--- src/rtl/uart_alu_ctrl.sv ---
// Frame sequencer: collects A, B and opcode bytes from the UART receiver, drives the ALU, and hands the result to the transmitter.
// Opcode rx_done to tx_start takes 2 cycles; bytes arriving while busy are dropped; an inter-byte timeout discards partial frames.
module uart_alu_ctrl #(
    parameter int DBIT    = 8,
    parameter int NB_OP   = 6,
    parameter int TIMEOUT = 1000000
) (
    input  logic             i_clk,
    input  logic             i_rst,
    input  logic             i_rx_done,
    input  logic [DBIT-1:0]  i_rx_data,
    input  logic [DBIT-1:0]  i_alu_result,
    input  logic             i_tx_done,
    output logic [DBIT-1:0]  o_alu_a,
    output logic [DBIT-1:0]  o_alu_b,
    output logic [NB_OP-1:0] o_alu_op,
    output logic             o_tx_start,
    output logic [DBIT-1:0]  o_tx_data,
    output logic             o_busy,
    output logic             o_frame_err
);

    // A one-bit counter is kept when the timeout is disabled so the width never collapses to zero.
    localparam bit            TO_EN    = (TIMEOUT > 0);
    localparam int            CW       = TO_EN ? $clog2(TIMEOUT + 1) : 1;
    localparam logic [CW-1:0] CNT_LAST = TO_EN ? CW'(TIMEOUT - 1) : '0;

    typedef enum logic [2:0] {
        S_A,
        S_B,
        S_OP,
        S_EXEC,
        S_SEND,
        S_WAIT_TX
    } state_t;

    state_t           state, state_nxt;
    logic [CW-1:0]    cnt, cnt_nxt;
    logic [DBIT-1:0]  alu_a_nxt, alu_b_nxt, tx_data_nxt;
    logic [NB_OP-1:0] alu_op_nxt;
    logic             timeout_hit;

    assign timeout_hit = TO_EN && (state == S_B || state == S_OP) && !i_rx_done && (cnt == CNT_LAST);

    always_ff @(posedge i_clk) begin
        if (i_rst) begin
            state     <= S_A;
            cnt       <= '0;
            o_alu_a   <= '0;
            o_alu_b   <= '0;
            o_alu_op  <= '0;
            o_tx_data <= '0;
        end else begin
            state     <= state_nxt;
            cnt       <= cnt_nxt;
            o_alu_a   <= alu_a_nxt;
            o_alu_b   <= alu_b_nxt;
            o_alu_op  <= alu_op_nxt;
            o_tx_data <= tx_data_nxt;
        end
    end

    always_comb begin
        state_nxt   = state;
        cnt_nxt     = cnt;
        alu_a_nxt   = o_alu_a;
        alu_b_nxt   = o_alu_b;
        alu_op_nxt  = o_alu_op;
        tx_data_nxt = o_tx_data;
        o_frame_err = 1'b0;
        case (state)
            S_A: begin
                if (i_rx_done) begin
                    alu_a_nxt = i_rx_data;
                    cnt_nxt   = '0;
                    state_nxt = S_B;
                end
            end
            S_B: begin
                if (i_rx_done) begin
                    alu_b_nxt = i_rx_data;
                    cnt_nxt   = '0;
                    state_nxt = S_OP;
                end else if (timeout_hit) begin
                    cnt_nxt     = '0;
                    o_frame_err = 1'b1;
                    state_nxt   = S_A;
                end else if (TO_EN) begin
                    cnt_nxt = cnt + 1'b1;
                end
            end
            S_OP: begin
                if (i_rx_done) begin
                    alu_op_nxt = i_rx_data[NB_OP-1:0];
                    cnt_nxt    = '0;
                    state_nxt  = S_EXEC;
                end else if (timeout_hit) begin
                    cnt_nxt     = '0;
                    o_frame_err = 1'b1;
                    state_nxt   = S_A;
                end else if (TO_EN) begin
                    cnt_nxt = cnt + 1'b1;
                end
            end
            // One cycle lets the combinational ALU settle on the freshly registered opcode.
            S_EXEC: begin
                tx_data_nxt = i_alu_result;
                state_nxt   = S_SEND;
            end
            S_SEND: begin
                state_nxt = S_WAIT_TX;
            end
            S_WAIT_TX: begin
                if (i_tx_done) begin
                    state_nxt = S_A;
                end
            end
            default: begin
                state_nxt = S_A;
            end
        endcase
    end

    assign o_busy     = (state == S_EXEC) || (state == S_SEND) || (state == S_WAIT_TX);
    assign o_tx_start = (state == S_SEND);

endmodule

--- config.mk ---
export PLATFORM = sky130hd
export DESIGN_NAME = uart_alu_ctrl
export DESIGN_NICKNAME = d
export VERILOG_FILES = /design/src/rtl/uart_alu_ctrl.sv
export SDC_FILE = /design/constraint.sdc
export NUM_CORES = 1
export LEC_CHECK = 0
export BUFFER_PORTS_ARGS = -buffer_cell sky130_fd_sc_hd__buf_2
export CORE_MARGIN = 3
export CORE_UTILIZATION = 31
export DETAILED_ROUTE_END_ITERATION = 7
export HOLD_SLACK_MARGIN = 0.06
export PLACE_DENSITY = 0.55
export REMOVE_ABC_BUFFERS = 1
export SYNTH_ARGS = -nofsm -noshare
export SYNTH_HDL_FRONTEND = slang
export SYNTH_SLANG_ARGS = --single-unit
export TNS_END_PERCENT = 5
--- constraint.sdc ---
create_clock -name i_clk -period 2.6 [get_ports i_clk]
set_input_delay 0.26 -clock i_clk [delete_from_list [all_inputs] [get_ports i_clk]]
set_output_delay 0.26 -clock i_clk [all_outputs]
set_load 0.02 [all_outputs]
==> impl_summary.log, run 1 <==
[metrics] share of synthesized area occupied by flip-flops and latches: 0.460
[metrics] result of the run: complete, no violations
[metrics] Worst Setup Start Kind: register
[metrics] Avg Synthesized Cell Area: 8.27 µm²
[metrics] worst setup skew after layout: 0.00524 ns
[metrics] Synth area leaders: sky130_fd_sc_hd__dfxtp_1 46%, sky130_fd_sc_hd__nand2_1 8.8%, sky130_fd_sc_hd__mux2i_1 6.1%
[metrics] Slowest cell on crit path: sky130_fd_sc_hd__or4b_1
[metrics] Post-DP Area: 2710 µm²
[metrics] DIE WIDTH: 92.2 µm
[metrics] Resized Gates After CTS: 0
[metrics] net switching power of the design: 437 µW
[metrics] type of the worst min-delay path: input pin to register
[metrics] number of slew-limit violations in the final report: 0
[metrics] fillcell total: 750
[metrics] later-pin clock latency in the skew report: 0.31 ns
[metrics] final core area utilization: 0.399
[metrics] port bufs: 52
[metrics] Worst Hold Margin: 0.171 ns
[metrics] stage delay of the slowest cell on the critical path: 0.52 ns
[metrics] final setup vio count: 0
[metrics] Non-Filler Cell Area, Final: 2800 µm²
[metrics] combined flip-flop and latch cell area: 1060 µm²
[metrics] clock tree from TritonCTS: done
[metrics] I/O pins: 53
[metrics] clock network fraction of total power: 0.320
[metrics] most frequent cells in the layout: 54 x sky130_fd_sc_hd__nand2_1, 53 x sky130_fd_sc_hd__dfxtp_1, 52 x sky130_fd_sc_hd__buf_2, 32 x sky130_fd_sc_hd__nor2_1, 25 x sky130_fd_sc_hd__a21oi_1
[metrics] flop and latch count out of synthesis: 53
[metrics] Reg2Reg Setup Slack: 0.39 ns
[metrics] Critical Path Sink Type: primary output
[metrics] DR WL/cell: 12.6 µm
[metrics] placer congestion estimate: 0.802
[metrics] number of buffers created by CTS: 5
[metrics] setup repair after global routing missed its margin: no
[metrics] number of standard-cell rows in the floorplan: 30
[metrics] sinks on the clock net: 53
[metrics] Synth Instances: 279
[metrics] pin count of the biggest net entering global routing: 36
[metrics] cell type contributing the most total cell area after synthesis: sky130_fd_sc_hd__dfxtp_1
[metrics] Worst EP required: 2.34 ns
[metrics] wire length of the first global-routing pass: 9450 µm
[metrics] iteration-0 DRC count of the detailed router: 111
[metrics] distinct cell type count of the synthesized netlist: 46
[metrics] total number of vias: 2,085
[metrics] internal power: 1.11 mW
[metrics] critical path cell sequence: or4b_1 -> or4_1 -> nor4_1 -> buf_2
[metrics] number of levels the H-tree was split into: 2
[metrics] cell area after synthesis: 2310 µm²
[metrics] DRC viols: 0
[metrics] via count of the first global-routing pass: 1,966
[metrics] combinational fraction of design power: 0.129
[metrics] summed negative setup slack over all endpoints: 0 ns
[metrics] share of post-route cells with drive strength above 1: 0.220
[metrics] Starting Density: 0.329
[metrics] post-CTS setup buffers: 0
[metrics] final net count: 357
[metrics] GRT Util Overall: 0.136
[metrics] proportion of total power due to net switching: 0.283
[metrics] vias per inst: 4.82
[metrics] area growth from synthesis to layout: 21.4%
[metrics] initial antenna violation count: 0
[metrics] total area of multi-input combinational cells: 1180 µm²
[metrics] post-CTS clock slew at the launch and capture registers of the worst setup and hold paths: 0.10 ns
[metrics] area enclosed by the die boundary: 8510 µm²
[metrics] number of warnings issued by yosys: 0
[metrics] Inserted Diodes: 0
[metrics] master cell of the clock root buffer: sky130_fd_sc_hd__clkbuf_8
[metrics] hold_buf cts: 0
[metrics] Leak Pwr: 1.11 nW
[metrics] Critical Setup Path Class: register to primary output
[metrics] number of hold violations in the final report: 0
[metrics] worst-path maximum fanout: 7
[metrics] most common cell after layout, fill and taps aside: sky130_fd_sc_hd__nand2_1
[metrics] floorplan die height: 92.2 µm
[metrics] Total Power: 1.54 mW
[metrics] Arrival @ worst endpoint: 2.19 ns
[metrics] ratio of total power to cell area: 551 nW/µm²
[metrics] portion of total power attributed to sequential cells: 0.550
[metrics] maximum vdd ir drop: 0.000245 V
[metrics] f_max: 408 MHz
[metrics] final critical delay including setup and external delays: 2.45 ns
[metrics] Total Routed Length: 5440 µm
[metrics] post-route ant nets: 0
[metrics] DRT Pass-1 Iters: 6
[metrics] dpl hpwl: 3880 µm
[metrics] area share of the leading cell type in the synthesized netlist: 0.460
[metrics] max_slew headroom: 0.432
[metrics] area of the placeable core: 7020 µm²
[metrics] total of max-cap violations: 0
[metrics] Overflow after GRT: 0
[metrics] share of the clock period used by the worst path: 0.942
[metrics] slew at the pin closest to its max-slew limit: 0.851 ns
[metrics] Clock Tree Buf Depth: 2
[kinds of logic (layout without fill, tap and decap cells)]
group                      Yosys count  in the layout  synth area share
xor gates and xnor gates             4              4            0.0152
and+or+nand+nor                    135            135             0.282
buffers and inverters               15             73            0.0293
AOI/OAI and AO/OA                   57             57             0.148
DFF                                 53             53             0.460
adders and majority gates            1              1           0.00543
muxes                               14             14            0.0608
[power by group through the flow]
stage / combinational (mW) / clock (mW) / sequential (mW)
3_3_place_gp: 0.200 / 0 / 0.868
3_5_place_dp: 0.201 / 0 / 0.868
6_report: 0.199 / 0.494 / 0.849
5_1_grt: 0.224 / 0.548 / 0.853
2_1_floorplan: 0.0877 / 0 / 0.894
4_1_cts: 0.201 / 0.519 / 0.849
[flip-flops by register name, indices dropped and copies added, names as in the netlist]
signal / flops
o_alu_b: 8
o_tx_data: 8
o_alu_op: 6
cnt: 20
state: 3
o_alu_a: 8
[critical path: cells and delay by family (launching register included)]
family,cells,cell delay [ns]
flip-flops,1,0.45
AND/OR/NAND/NOR,3,1.19
buffers and inverters,1,0.23
[final timing paths]
| path | from | end | depth (start not counted) |
|---|---|---|---|
| setup / recovery | cnt[14] | o_frame_err | 4 |
| hold / removal | i_alu_result[3] | o_tx_data[3] | 3 |
| setup reg to reg | cnt[10] | cnt[19] | 6 |
| hold reg to reg | o_tx_data[3] | o_tx_data[3] | 2 |
[per-stage QoR]
step / setup slack [ns] / instances
after floorplan: 0.0377 / 268
after global placement: 0.458 / 425
after detailed placement: 0.427 / 425
after CTS: 0.135 / 433
after global routing: 0.0665 / 433
final: 0.150 / 433
[area by class of cell]
| type | instances | share of cell area |
|---|---|---|
| Sequential cell | 53 | 0.379 |
| Clock inverter | 3 | 0.00894 |
| Clock buffer | 5 | 0.0246 |
| Inverter | 4 | 0.00536 |
| Multi-Input combinational cell | 211 | 0.422 |
| Timing Repair Buffer | 61 | 0.117 |
| Tap cell | 96 | 0.0429 |
[metal layers]
layer / GRT usage / share of wire / wire (µm) / up-vias
met5: 0 / 0 / 0 / -
met4: 0.0408 / 0.015 / 81 / 0
met3: 0.0304 / 0.040 / 220 / 6
met2: 0.207 / 0.45 / 2430 / 41
met1: 0.190 / 0.50 / 2710 / 945
li1: - / - / - / 1093
[cell usage after synthesis, drive strengths merged]
library cell,count
and4,1
a22o,1
nand2,54
o21bai,2
buf,3
a211oi,3
a21boi,1
mux2i,14
nor2,33
or2b,1
a31oi,10
o22ai,1
nand2b,4
or3,4
nor4b,1
a32oi,1
or4,3
xnor2,3
nor4,2
nand3,13
nand4,4
clkinv,1
and2,1
inv,3
or4b,1
o21ai,6
dfxtp,53
a21o,3
nor3b,2
a211o,1
o211ai,3
xor2,1
ha,1
and3,1
clkbuf,8
nor3,5
nor2b,4
nand4b,1
a21oi,25
No activity file was read; power rests on OpenSTA's default activity.
==> run 2, diff against run 1 <==
--- a/config.mk
+++ b/config.mk
@@ -5,9 +5,10 @@
 export SDC_FILE = /design/constraint.sdc
 export NUM_CORES = 1
 export LEC_CHECK = 0
-export BUFFER_PORTS_ARGS = -buffer_cell sky130_fd_sc_hd__buf_2
+export BUFFER_PORTS_ARGS = -buffer_cell sky130_fd_sc_hd__buf_4
 export CORE_MARGIN = 3
 export CORE_UTILIZATION = 31
+export CTS_BUF_LIST = sky130_fd_sc_hd__clkbuf_8
 export DETAILED_ROUTE_END_ITERATION = 7
 export HOLD_SLACK_MARGIN = 0.06
 export PLACE_DENSITY = 0.55
==> constraint.sdc (replaced) <==
create_clock -name i_clk -period 2.6 [get_ports i_clk]
set_input_delay 0.26 -clock i_clk [delete_from_list [all_inputs] [get_ports i_clk]]
set_output_delay 0.26 -clock i_clk [all_outputs]
set_load 0.005 [all_outputs]
==> run 2 against run 1 <==
Clock-buffer cell count unchanged. Maximum frequency increased by 2.0%. Clock skew rose by 0.0059 ns. Register-to-register slack worse by 0.08 ns. Clock power down 0.8%. Total power is 0.40% lower. Sequential power barely moved. Setup slack improved by 0.048 ns.
==> impl_summary.log, run 2 (same netlist as run 1, synthesis figures left out) <==
[metrics] f_max: 416 MHz
[metrics] proportion of total power due to net switching: 0.268
[metrics] port bufs: 52
[metrics] area growth from synthesis to layout: 27.4%
[metrics] combinational fraction of design power: 0.128
[metrics] DR WL/cell: 12.7 µm
[metrics] floorplan die height: 92.2 µm
[metrics] portion of total power attributed to sequential cells: 0.553
[metrics] terminating pin of the worst hold path: o_tx_data[2]
[metrics] via count of the first global-routing pass: 1,990
[metrics] worst slack at placement: 0.364 ns
[metrics] GRT Util Overall: 0.133
[metrics] ratio of total power to cell area: 523 nW/µm²
[metrics] Critical Setup Path Class: register to primary output
[metrics] most common cell after layout, fill and taps aside: sky130_fd_sc_hd__buf_4
[metrics] Arrival @ worst endpoint: 2.14 ns
[metrics] max_slew headroom: 0.304
[metrics] internal power: 1.12 mW
[metrics] Critical Path Sink Type: primary output
[metrics] most frequent cells in the layout: 62 x sky130_fd_sc_hd__buf_4, 54 x sky130_fd_sc_hd__nand2_1, 53 x sky130_fd_sc_hd__dfxtp_1, 32 x sky130_fd_sc_hd__nor2_1, 25 x sky130_fd_sc_hd__a21oi_1
[metrics] slew at the pin closest to its max-slew limit: 1.04 ns
[metrics] Clock Tree Buf Depth: 2
[metrics] hold_buf cts: 0
[metrics] number of hold violations in the final report: 0
[metrics] total of max-cap violations: 0
[metrics] area of the placeable core: 7020 µm²
[metrics] worst hold path cell count: 3
[metrics] Worst Setup Start Kind: register
[metrics] maximum vdd ir drop: 0.000232 V
[metrics] CP Launch Point: cnt[14]
[metrics] clock network fraction of total power: 0.319
[metrics] summed negative setup slack over all endpoints: 0 ns
[metrics] worst r2r src: cnt[0]
[metrics] Starting Density: 0.329
[metrics] Worst EP required: 2.34 ns
[metrics] number of standard-cell rows in the floorplan: 30
[metrics] share of the clock period used by the worst path: 0.924
[metrics] depth of the most critical reg-to-reg path: 7
[metrics] final net count: 358
[metrics] worst setup skew after layout: 0.0111 ns
[metrics] setup repair after global routing missed its margin: no
[metrics] final setup vio count: 0
[metrics] combined flip-flop and latch cell area: 1060 µm²
[metrics] pin count of the biggest net entering global routing: 39
[metrics] total area of multi-input combinational cells: 1180 µm²
[metrics] number of levels the H-tree was split into: 2
[metrics] fillcell total: 746
[metrics] post-CTS setup buffers: 0
[metrics] register name with the most flops: cnt
[metrics] total number of vias: 2,115
[metrics] later-pin clock latency in the skew report: 0.32 ns
[metrics] number of slew-limit violations in the final report: 0
[metrics] DRC viols: 0
[metrics] Largest register FFs: 20
[metrics] share of post-route cells with drive strength above 1: 0.222
[metrics] number of buffers created by CTS: 5
[metrics] master cell of the clock root buffer: sky130_fd_sc_hd__clkbuf_8
[metrics] result of the run: complete, no violations
[metrics] final setup slack of the worst path: 0.198 ns
[metrics] wire length of the first global-routing pass: 9350 µm
[metrics] DRT Pass-1 Iters: 4
[metrics] type of the worst min-delay path: input pin to register
[metrics] initial antenna violation count: 0
[metrics] Reg2Reg Setup Slack: 0.31 ns
[metrics] endpoint of the worst-slack reg-to-reg timing path: cnt[7]
[metrics] dpl hpwl: 3920 µm
[metrics] final critical delay including setup and external delays: 2.40 ns
[metrics] Total Routed Length: 5520 µm
[metrics] iteration-0 DRC count of the detailed router: 91
[metrics] sinks on the clock net: 53
[metrics] worst-path maximum fanout: 7
[metrics] I/O pins: 53
[metrics] clock tree from TritonCTS: done
[metrics] post-route ant nets: 0
[metrics] Hold Startpoint: i_alu_result[2]
[metrics] vias per inst: 4.87
[metrics] Leak Pwr: 1.13 nW
[metrics] placer congestion estimate: 0.793
[metrics] net switching power of the design: 412 µW
[metrics] DIE WIDTH: 92.2 µm
[metrics] post-CTS clock slew at the launch and capture registers of the worst setup and hold paths: 0.10 ns
[metrics] area enclosed by the die boundary: 8510 µm²
[metrics] Inserted Diodes: 0
[metrics] Overflow after GRT: 0
[metrics] Resized Gates After CTS: 0
-- run 2: metal layers --
layer | vias up | wire length, µm | global-route usage
met2 | 47 | 2630 | 0.217
met1 | 976 | 2590 | 0.177
met3 | 4 | 246 | 0.0328
met4 | 0 | 57 | 0.0347
met5 | - | 0 | 0
li1 | 1088 | - | -
-- run 2: worst max-delay path by stage --
stage | to | slack (ns) | cells past startpoint
after floorplan | cnt[2] | 0.04 | 5
after global placement | cnt[7] | 0.42 | 7
after detailed placement | cnt[7] | 0.36 | 7
after CTS | o_frame_err | 0.17 | 4
after global routing | o_frame_err | 0.11 | 4
final | o_frame_err | 0.20 | 4
-- run 2: area by class of cell --
| type | instances | share of cell area |
|---|---|---|
| clock buffers | 5 | 0.0234 |
| clock inverters | 3 | 0.00852 |
| inverters | 4 | 0.00511 |
| multi-input cells | 211 | 0.402 |
| flip-flops and latches | 53 | 0.361 |
| well taps | 96 | 0.0409 |
| repair buffers | 62 | 0.158 |
-- run 2: power by group through the flow --
stage               combinational, mW  clock [mW]  sequential (mW)
finish                          0.197       0.490            0.849
detailed placement              0.199           0            0.868
global route                    0.220       0.549            0.853
global placement                0.199           0            0.867
CTS                             0.199       0.513            0.849
floorplan                      0.0866           0            0.872
-- run 2: worst max-delay path, stage by stage (launching register included) --
cell and delay (ns):
sky130_fd_sc_hd__dfxtp_1 0.45, sky130_fd_sc_hd__or4b_1 0.54, sky130_fd_sc_hd__or4_1 0.42, sky130_fd_sc_hd__nor4_1 0.26, sky130_fd_sc_hd__buf_4 0.18
-- run 2: per-stage QoR --
stage | power, mW | utilization | instance area, µm² | std cells | hold slack (ns)
after detailed placement | 1.07 | 0.405 | 2840 | 426 | 0.448
after CTS | 1.56 | 0.419 | 2940 | 434 | 0.181
after global routing | 1.62 | 0.419 | 2940 | 434 | 0.176
after floorplan | 0.959 | - | 2250 | 268 | 0.329
after global placement | 1.07 | 0.405 | 2840 | 426 | 0.444
final | 1.54 | 0.419 | 2940 | 434 | 0.189
==> run 3, diff against run 2 <==
--- a/config.mk
+++ b/config.mk
@@ -5,13 +5,13 @@
 export SDC_FILE = /design/constraint.sdc
 export NUM_CORES = 1
 export LEC_CHECK = 0
-export BUFFER_PORTS_ARGS = -buffer_cell sky130_fd_sc_hd__buf_4
 export CORE_MARGIN = 3
 export CORE_UTILIZATION = 31
 export CTS_BUF_LIST = sky130_fd_sc_hd__clkbuf_8
 export DETAILED_ROUTE_END_ITERATION = 7
+export DONT_BUFFER_PORTS = 1
 export HOLD_SLACK_MARGIN = 0.06
-export PLACE_DENSITY = 0.55
+export PLACE_DENSITY = 0.49
 export REMOVE_ABC_BUFFERS = 1
 export SYNTH_ARGS = -nofsm -noshare
 export SYNTH_HDL_FRONTEND = slang
==> run 3 against run 2 <==
Non-clock buffer count shrank 49. Clock skew shrank 0.0019 ns. Sequential share of layout area grew 4.7 points. Routed wire length shrank 1.4%. Setup slack gained 0.055 ns. Register-to-register slack gained 0.11 ns. Design area shrank 11%. First-iteration DRC count grew 20%. Total power shrank 2.4%. Critical path type unchanged.
==> impl_summary.log, run 3 (same netlist as run 1, synthesis figures left out) <==
[metrics] result of the run: complete, no violations
[metrics] DRT Pass-1 Iters: 4
[metrics] wire length of the first global-routing pass: 9070 µm
[metrics] terminating pin of the worst hold path: o_tx_data[5]
[metrics] worst setup skew after layout: 0.00924 ns
[metrics] GRT Util Overall: 0.131
[metrics] share of post-route cells with drive strength above 1: 0.0657
[metrics] area growth from synthesis to layout: 12.8%
[metrics] Critical Setup Path Class: register to primary output
[metrics] number of buffers created by CTS: 5
[metrics] placer congestion estimate: 0.722
[metrics] iteration-0 DRC count of the detailed router: 109
[metrics] Largest register FFs: 20
[metrics] Worst Hold Margin: 0.0741 ns
[metrics] Hold Startpoint: i_alu_result[5]
[metrics] sinks on the clock net: 53
[metrics] Inserted Diodes: 0
[metrics] final setup vio count: 0
[metrics] Worst EP required: 2.34 ns
[metrics] summed negative setup slack over all endpoints: 0 ns
[metrics] port bufs: 0
[metrics] final critical delay including setup and external delays: 2.35 ns
[metrics] final net count: 309
[metrics] ratio of total power to cell area: 577 nW/µm²
[metrics] worst-path maximum fanout: 7
[metrics] most common cell after layout, fill and taps aside: sky130_fd_sc_hd__nand2_1
[metrics] depth of the most critical reg-to-reg path: 6
[metrics] DIE WIDTH: 92.2 µm
[metrics] number of hold violations in the final report: 0
[metrics] max_slew headroom: 0.377
[metrics] f_max: 426 MHz
[metrics] vias per inst: 4.96
[metrics] pin count of the biggest net entering global routing: 37
[metrics] setup repair after global routing missed its margin: no
[metrics] DRC viols: 0
[metrics] register name with the most flops: cnt
[metrics] Total Power: 1.50 mW
[metrics] slew at the pin closest to its max-slew limit: 0.928 ns
[metrics] total number of vias: 1,911
[metrics] number of levels the H-tree was split into: 2
[metrics] Leak Pwr: 0.875 nW
[metrics] Total Routed Length: 5450 µm
[metrics] initial antenna violation count: 0
[metrics] Clock Tree Buf Depth: 2
[metrics] Arrival @ worst endpoint: 2.09 ns
[metrics] area enclosed by the die boundary: 8510 µm²
[metrics] floorplan die height: 92.2 µm
[metrics] post-route ant nets: 0
[metrics] Reg2Reg Setup Slack: 0.42 ns
[metrics] endpoint of the worst-slack reg-to-reg timing path: o_alu_a[4]
[metrics] worst r2r src: state[2]
[metrics] DR WL/cell: 14.2 µm
[metrics] Critical Path Sink Type: primary output
[metrics] I/O pins: 53
[metrics] Overflow after GRT: 0
[metrics] Starting Density: 0.329
[metrics] master cell of the clock root buffer: sky130_fd_sc_hd__clkbuf_8
[metrics] maximum vdd ir drop: 0.000266 V
[metrics] Worst Setup Start Kind: register
[metrics] type of the worst min-delay path: input pin to register
[metrics] dpl hpwl: 3670 µm
[metrics] clock tree from TritonCTS: done
[metrics] area of the placeable core: 7020 µm²
[metrics] post-CTS setup buffers: 0
[metrics] post-CTS clock slew at the launch and capture registers of the worst setup and hold paths: 0.10 ns
[metrics] most frequent cells in the layout: 54 x sky130_fd_sc_hd__nand2_1, 53 x sky130_fd_sc_hd__dfxtp_1, 32 x sky130_fd_sc_hd__nor2_1, 25 x sky130_fd_sc_hd__a21oi_1, 14 x sky130_fd_sc_hd__mux2i_1
[metrics] number of standard-cell rows in the floorplan: 30
[metrics] share of the clock period used by the worst path: 0.903
[metrics] via count of the first global-routing pass: 1,811
[metrics] number of slew-limit violations in the final report: 0
[metrics] worst hold path cell count: 2
[metrics] later-pin clock latency in the skew report: 0.31 ns
[metrics] total of max-cap violations: 0
-- run 3: worst max path at each step --
stage / slack [ns] / to / depth (start not counted) / start
finish: 0.25 / o_frame_err / 3 / cnt[14]
global route: 0.15 / o_frame_err / 3 / cnt[14]
CTS: 0.27 / o_frame_err / 3 / cnt[14]
detailed placement: 0.51 / cnt[17] / 6 / cnt[10]
global placement: 0.54 / cnt[17] / 6 / cnt[10]
floorplan: 0.04 / cnt[2] / 5 / state[0]
-- run 3: layer usage --
| layer | part of all wire | global-route usage | vias up | wire, µm |
|---|---|---|---|---|
| met1 | 0.47 | 0.181 | 871 | 2580 |
| li1 | - | - | 992 | - |
| met4 | 0.0090 | 0.0371 | 0 | 49 |
| met5 | 0 | 0 | - | 0 |
| met3 | 0.064 | 0.0435 | 4 | 350 |
| met2 | 0.45 | 0.195 | 44 | 2470 |
-- run 3: area by class of cell --
class,count,area [µm²]
Fill cell,751,4420
Multi-Input combinational cell,211,1180
Sequential cell,53,1060
Timing Repair Buffer,13,128
Tap cell,96,120
Clock buffer,5,68.8
Clock inverter,3,26.3
Inverter,4,15.0
-- run 3: stage by stage --
step,cells,worst slack [ns],utilization,instance area [µm²]
final,385,0.253,0.371,2600
after global routing,385,0.147,0.371,2600
after CTS,385,0.266,0.371,2600
after detailed placement,369,0.505,0.344,2420
after global placement,369,0.539,0.344,2420
after floorplan,268,0.0377,-,2250
-- run 3: worst max-delay path, cell delays in order (launching register included) --
cell and delay [ns]:
sky130_fd_sc_hd__dfxtp_1 0.44, sky130_fd_sc_hd__or4b_1 0.53, sky130_fd_sc_hd__or4_1 0.41, sky130_fd_sc_hd__nor4_1 0.40
-- run 3: where the power goes --
part | leakage, nW | internal [mW] | switching (mW)
clock | 0.0495 | 0.201 | 0.304
combinational | 0.397 | 0.0552 | 0.0788
sequential | 0.429 | 0.835 | 0.0255
total | 0.875 | 1.09 | 0.409
-- run 3: repair_timing --
item,4_1_cts,5_1_grt
hold buffers,8,0
setup endpoints to repair,0,0
hold endpoints to repair,36,0
gates resized for setup,0,0
